[src/rtl/regfile_write_arbiter.sv]
// Two-requester arbiter for the single register-file write port.
// Each requester owns a one-entry slot; full slots drain round-robin, one write per cycle.
module regfile_write_arbiter #(
    parameter int DATA_WIDTH = 32,
    parameter int ADDR_WIDTH = 5
) (
    input  logic                      clk,
    input  logic                      reset,
    input  logic                      Req0_Valid_i,
    input  logic [ADDR_WIDTH-1:0]     Req0_Addr_i,
    input  logic [DATA_WIDTH-1:0]     Req0_Data_i,
    output logic                      Req0_Ready_o,
    input  logic                      Req1_Valid_i,
    input  logic [ADDR_WIDTH-1:0]     Req1_Addr_i,
    input  logic [DATA_WIDTH-1:0]     Req1_Data_i,
    output logic                      Req1_Ready_o,
    output logic                      Reg_Write_o,
    output logic [ADDR_WIDTH-1:0]     Write_Register_o,
    output logic [DATA_WIDTH-1:0]     Write_Data_o,
    output logic                      Grant_o,
    output logic [2**ADDR_WIDTH-1:0]  Pending_o
);
    localparam int NUM_REGS = 2**ADDR_WIDTH;

    typedef struct packed {
        logic                  full;
        logic [ADDR_WIDTH-1:0] addr;
        logic [DATA_WIDTH-1:0] data;
    } slot_t;

    slot_t                 slot [2];
    logic                  last_grant;
    logic [1:0]            valid;
    logic [1:0]            ready;
    logic [1:0]            grant;
    logic [ADDR_WIDTH-1:0] req_addr [2];
    logic [DATA_WIDTH-1:0] req_data [2];

    assign valid       = {Req1_Valid_i, Req0_Valid_i};
    assign req_addr[0] = Req0_Addr_i;
    assign req_addr[1] = Req1_Addr_i;
    assign req_data[0] = Req0_Data_i;
    assign req_data[1] = Req1_Data_i;

    // On contention the requester that did not win last time goes first.
    always_comb begin
        grant = 2'b00;
        if (slot[0].full && slot[1].full)
            grant = last_grant ? 2'b01 : 2'b10;
        else if (slot[0].full)
            grant = 2'b01;
        else if (slot[1].full)
            grant = 2'b10;
    end

    always_comb begin
        ready = 2'b00;
        for (int n = 0; n < 2; n++)
            ready[n] = reset && (!slot[n].full || grant[n]);
    end

    assign Req0_Ready_o = ready[0];
    assign Req1_Ready_o = ready[1];

    always_ff @(posedge clk) begin
        if (!reset) begin
            for (int n = 0; n < 2; n++)
                slot[n] <= '0;
            last_grant       <= 1'b1;
            Reg_Write_o      <= 1'b0;
            Write_Register_o <= '0;
            Write_Data_o     <= '0;
            Grant_o          <= 1'b0;
        end else begin
            // Writes to r0 complete the handshake but are dropped here.
            for (int n = 0; n < 2; n++) begin
                if (valid[n] && ready[n] && req_addr[n] != '0)
                    slot[n] <= '{full: 1'b1, addr: req_addr[n], data: req_data[n]};
                else if (grant[n])
                    slot[n].full <= 1'b0;
            end
            if (|grant) begin
                Reg_Write_o      <= 1'b1;
                Write_Register_o <= grant[1] ? slot[1].addr : slot[0].addr;
                Write_Data_o     <= grant[1] ? slot[1].data : slot[0].data;
                Grant_o          <= grant[1];
                last_grant       <= grant[1];
            end else begin
                Reg_Write_o      <= 1'b0;
                Write_Register_o <= '0;
                Write_Data_o     <= '0;
            end
        end
    end

    for (genvar k = 0; k < NUM_REGS; k++) begin : g_pending
        assign Pending_o[k] = (slot[0].full && slot[0].addr == ADDR_WIDTH'(k)) ||
                              (slot[1].full && slot[1].addr == ADDR_WIDTH'(k));
    end
endmodule

[config.mk]
export PLATFORM = sky130hd
export DESIGN_NAME = regfile_write_arbiter
export DESIGN_NICKNAME = d
export VERILOG_FILES = /design/src/rtl/regfile_write_arbiter.sv
export SDC_FILE = /design/constraint.sdc
export NUM_CORES = 1
export LEC_CHECK = 0
export BUFFER_PORTS_ARGS = -buffer_cell sky130_fd_sc_hd__buf_4
export CORE_ASPECT_RATIO = 0.7
export CORE_UTILIZATION = 51
export DETAILED_ROUTE_END_ITERATION = 10
export PLACE_DENSITY = 0.77
export REMOVE_ABC_BUFFERS = 1
export SLEW_MARGIN = 20
export SYNTH_ARGS = -nofsm -noshare
export SYNTH_HDL_FRONTEND = slang
export SYNTH_SLANG_ARGS = --single-unit
[constraint.sdc]
create_clock -name clk -period 3.15 [get_ports clk]
set_clock_uncertainty 0.1 [all_clocks]
set_input_delay 0.315 -clock clk [delete_from_list [all_inputs] [get_ports clk]]
set_output_delay 0.315 -clock clk [all_outputs]
set_load 0.05 [all_outputs]
; ---- Word level (Yosys, flattened, before mapping)
; Memory sizes are Yosys's and may differ from the RTL's.
; Cells that the tools add are included.
; W data, S select, Z words.
[op_classes]
bitwise_logic = 4
mux = 26
eq_ne = 62
n_reduce_logical = 113
[op_table]
columns = operator, count
row1 = $eq A5 B5 Y1 const B, 32
row2 = $eq A5 B4 Y1 const B, 16
row3 = $mux W38, 2
row4 = $logic_and A1 B1 Y1, 71
row5 = $eq A5 B3 Y1 const B, 8
row6 = $logic_or A1 B1 Y1, 34
row7 = $mux W32, 1
row8 = $eq A5 B2 Y1 const B, 4
row9 = $mux W1, 18
row10 = $eq A5 B1 Y1 const B, 2
row11 = $logic_not A5 Y1, 2
row12 = $reduce_bool A5 Y1, 2
row13 = $mux W2, 4
row14 = $mux W5, 1
row15 = $or A1 B1 Y1, 4
row16 = $logic_not A1 Y1, 2
row17 = $reduce_and A2 Y1, 1
row18 = $reduce_or A2 Y1, 1
[word_totals]
n_memories = 1
output_inout_bits = 73
mem_bits_rw = 76
ff_bits = 40
elab_cells = 211
inputBits = 78
[mem_list]
columns = memory, depth, width, rd, rd_clocked_by_memory_dff, write_ports, line
row1 = slot, 2, 38, 2, 0, 2, 31  ; slot_t slot [2];

; ---- Longest topological paths before layout
; An unclocked memory read counts as a cell.
[depth]
ltp_word = 13
depth_mapped = 7
ltp_nobuf = 4

; ---- Least setup slack after synthesis
; Ideal clock, no wire load.
[synth_path]
kind = flip-flop to flip-flop
start = memory slot[0][37] in the netlist's numbering
end = memory slot[0][0] in the netlist's numbering, enable pin
path_stages_with_launch = 5
setup_time_ns = 0.395
arrival_ns = 2.010
path_buffers = 0
required_time_ns = 2.655
slack_ns = 0.645
period_less_slack_ns = 2.505
cell_sequence = edfxtp_1 -> inv_1 -> o21a_1 -> nand3_1 -> nand2_1
[synth_rtl]
columns = item, line
row1 = start: declaration, 31

==> results.md <==
GRT:
- Entering global routing, the biggest net connects 76 pins.
- The via count of the first global-routing pass was between 3000 and 4000.
- The initial antenna violation count is 0.
- Global routing consumed, over all layers together, 26.2% of the routing resources.
- Summed over all layers, the global routing overflow is 0.
- The first global-routing pass estimated 19.8 mm of wire.

Logic synthesis:
- Summing the areas of all and, or, nand and nor instances in the mapped netlist gives 12.0% of the synthesized area.
- The mapped netlist covers 4910 µm².
- The fraction of the mapped netlist area in compound gates is 21.0%.
- The xor/xnor share of the synthesized area is 0%.
- In this run, synthesis produced a sequential element count of 116.
- Measured against the total synthesized area, the mux share comes to 0%.
- After technology mapping, the gate count stands at 433.
- The share of synthesized cell area in full adder, half adder and majority cells is 0%.
- The post-synthesis area per instance is around 11 µm².
- The share of synthesized area occupied by flip-flops and latches is between 60% and 70%.
- By area, the combinational part of the netlist is dominated by compound AO/OA/AOI/OAI gates.
- The count of synthesis-stage warnings from yosys is 0.
- Yosys mapped the design onto 32 distinct sky130hd cell types.

Timing:
- Based on the critical path, the design can be clocked at up to 370 MHz.
- Setup violations remaining at the end of the flow were counted as 0.
- For the pin with the worst max-slew slack, the measured transition is roughly 1.1 ns.
- Measured against its own limit, the worst slew margin works out to between 20 and 30%.
- Setup repair after global routing left no endpoint under its margin.
- The count of final max-slew check failures is 0.
- Summed over all failing endpoints, the final setup total negative slack is 0 ns.
- The count of endpoints failing hold in the final timing report came to 0.
- Dividing the final minimum period by the clock period gives 85.9%.
- Subtracting the final worst setup slack from the clock period gives 2.70 ns.
- The worst hold-check slack is ~0.07 ns.

Finish:
- The library cell used most frequently in the layout, excluding fill and tap cells, is buf_4.
- The non-filler instance count after layout is 710.
- In the final layout, the share of cells above drive strength 1 is approximately 34%.
- Compared with the post-synthesis result, the final layout area differs by 34.8%.
- Leaving out fill and tap cells, the most frequent cells in the layout are buf_4, nand2_1, edfxtp_1.
- In the final design database the tool counted 651 nets.
- The number of antenna diodes in the final layout is 0.
- With fillers left out, the area of the finished cells amounts to 6620 µm².
- The final core utilization is 71.8%.

Clock tree:
- After clock tree synthesis, the clock-pin slew on the worst setup and hold paths is 0.05 ns.
- Post-CTS repair changed the size of 0 cells.
- The H-tree level count is 4.
- In this run, post-CTS hold repair placed 0 buffers.
- The TritonCTS buffer count is 17.
- Clock tree synthesis found a total of about 120 sinks.
- In this run the post-CTS setup repair buffer count came out at 0.
- The maximum number of buffers from clock root to sink is 2.
- The TritonCTS clock tree is built.
- At the later pin of the worst-skew pair, clock insertion delay measures 0.40 ns.
- Clock tree synthesis selected as its root buffer the cell clkbuf_16.

Place:
- In this run, placement finished with an instance count of 678.
- The cell area after placement is 6070 µm².
- The wire-length estimate of the detail-placed layout is about 8.0 mm.
- The count of input and output buffers is 150.
- The final weighted congestion of routability-driven global placement is 1.03.

Pwr:
- The total leakage power is between 2 and 3 nW.
- The maximum ir drop on the vdd rail is 494 µV.
- The power density of the placed cells is roughly 660 nW/µm².

Floorplanning:
- For this configuration, the core starts out at a cell density of 53.2%.
- The die is 119 µm wide.
- In this run the count of I/O pins placed on the die edge is 151.
- The core footprint is 9220 µm².
- The floorplan step defined a die boundary enclosing about 10000 µm².
- The initialized floorplan defines 29 standard-cell rows.
- The die span in y is 84.1 µm.

Drt:
- For this run, the detailed router's first-pass iteration total came to 7.
- For this block, the routed nets add up to 12.7 mm of wire.
- In the routed design, unresolved DRC markers number 0.
- The post-detailed-route wirelength per cell is 17.9 µm.
- The detailed router finished its first iteration with 511 violations.
- The via count is 4028.
- Dividing the detail-routed via count by the number of cells gives 5.67.
- The remaining antenna violation count is 0.

Worst setup path:
- STA classifies the critical path startpoint as a register.
- The source of the worst register-to-register timing path is slot[0][37].
- For flop-to-flop paths, the worst setup slack is 0.58 ns.
- The highest fanout seen on the critical path is 12.
- The reg-to-reg endpoint is slot[0][16].
- For the worst setup path, the data required time is 2.73 ns.
- The path type of the worst setup path is register to output pin.
- STA classifies the critical path endpoint as an output pin.
- For the worst flop-to-flop path, the logic depth is 5.
- At the worst endpoint, the arrival time is 2.29 ns.

Hold path:
- The worst hold path terminates at last_grant.
- The path class of the lowest-slack min-delay path is input port to register.
- The cell depth of the worst min-delay path is 2.
- The hold path startpoint is reset.

Job:
- The tool flagged a number of max-cap violations equal to 0.

Outcome:
- The flow ran to the end, and the final reports show no timing, DRC or antenna violations.
kinds of logic after synthesis:
| logic type | count (synthesis) |
|---|---|
| compound gates | 149 |
| buf+inv | 37 |
| flops | 116 |
| simple gates | 131 |
cell usage after synthesis (all sizes together):
cell type / count / share of area [%]
a21boi: 74 / 12
or3: 3 / 0.38
nand2: 86 / 6.6
nand4b: 2 / 0.36
inv: 2 / 0.15
a41o: 1 / 0.20
nor3: 2 / 0.20
nand3: 11 / 1.1
clkbuf: 16 / 1.2
and2: 3 / 0.38
or2: 3 / 0.38
o21ai: 2 / 0.28
a32oi: 2 / 0.51
nor2: 5 / 0.38
a21oi: 37 / 3.8
nand4: 2 / 0.25
dfxtp: 41 / 17
and3: 1 / 0.13
edfxtp: 75 / 46
o21a: 1 / 0.15
nand2b: 8 / 1.2
nor2b: 5 / 0.64
o22ai: 32 / 4.1
buf: 19 / 3.0
sequential cells by signal, indices dropped and copies added, names as in the netlist:
register,flops
Write_Data_o,32
Grant_o,1
last_grant,1
Write_Register_o,5
Reg_Write_o,1
slot,76
per-stage QoR:
stage,total power [mW],worst slack [ns]
CTS,4.37,0.536
floorplan,2.34,-0.416
global route,4.51,0.409
finish,4.36,0.445
global placement,2.61,0.752
detailed placement,2.63,0.638
worst max-delay path by stage:
stage / endpoint / start / cells past startpoint / slack, ns
2_1_floorplan: slot[0][0] / slot[0][37] / 4 / -0.42
3_3_place_gp: slot[0][1] / slot[0][37] / 5 / 0.75
3_5_place_dp: slot[0][16] / slot[0][37] / 5 / 0.64
4_1_cts: Pending_o[7] / slot[0][37] / 4 / 0.54
5_1_grt: Pending_o[7] / slot[0][37] / 4 / 0.41
6_report: Pending_o[7] / slot[0][37] / 4 / 0.45
final cells by class:
cell class | count | area (µm²)
flip-flops and latches | 116 | 3070
fillers | 683 | 2600
multi-input cells | 280 | 1650
repair buffers | 156 | 1180
clock buffers | 28 | 527
well taps | 124 | 155
clock inverters | 4 | 20.0
inverters | 2 | 7.51
critical path: stages, from the launching register on:
cell and delay (ns):
edfxtp_1 0.66, inv_1 0.20, or3_1 0.49, o22ai_1 0.28, buf_4 0.25
layer usage:
metal / wire (µm) / GRT usage (%) / share of wire [%]
met1: 5370 / 35.6 / 42
met2: 5890 / 39.3 / 46
met3: 1250 / 8.95 / 9.8
met4: 214 / 8.63 / 1.7
met5: 0 / 0 / 0
report_power, final:
part	total, mW	switching, mW	leakage, nW	internal (mW)
Clock	1.74	0.617	0.274	1.12
Sequential	1.87	0.0724	1.12	1.80
Combinational	0.746	0.496	1.35	0.250
Total	4.36	1.18	2.74	3.17
Note: power is estimated with default switching activity, not from simulation.
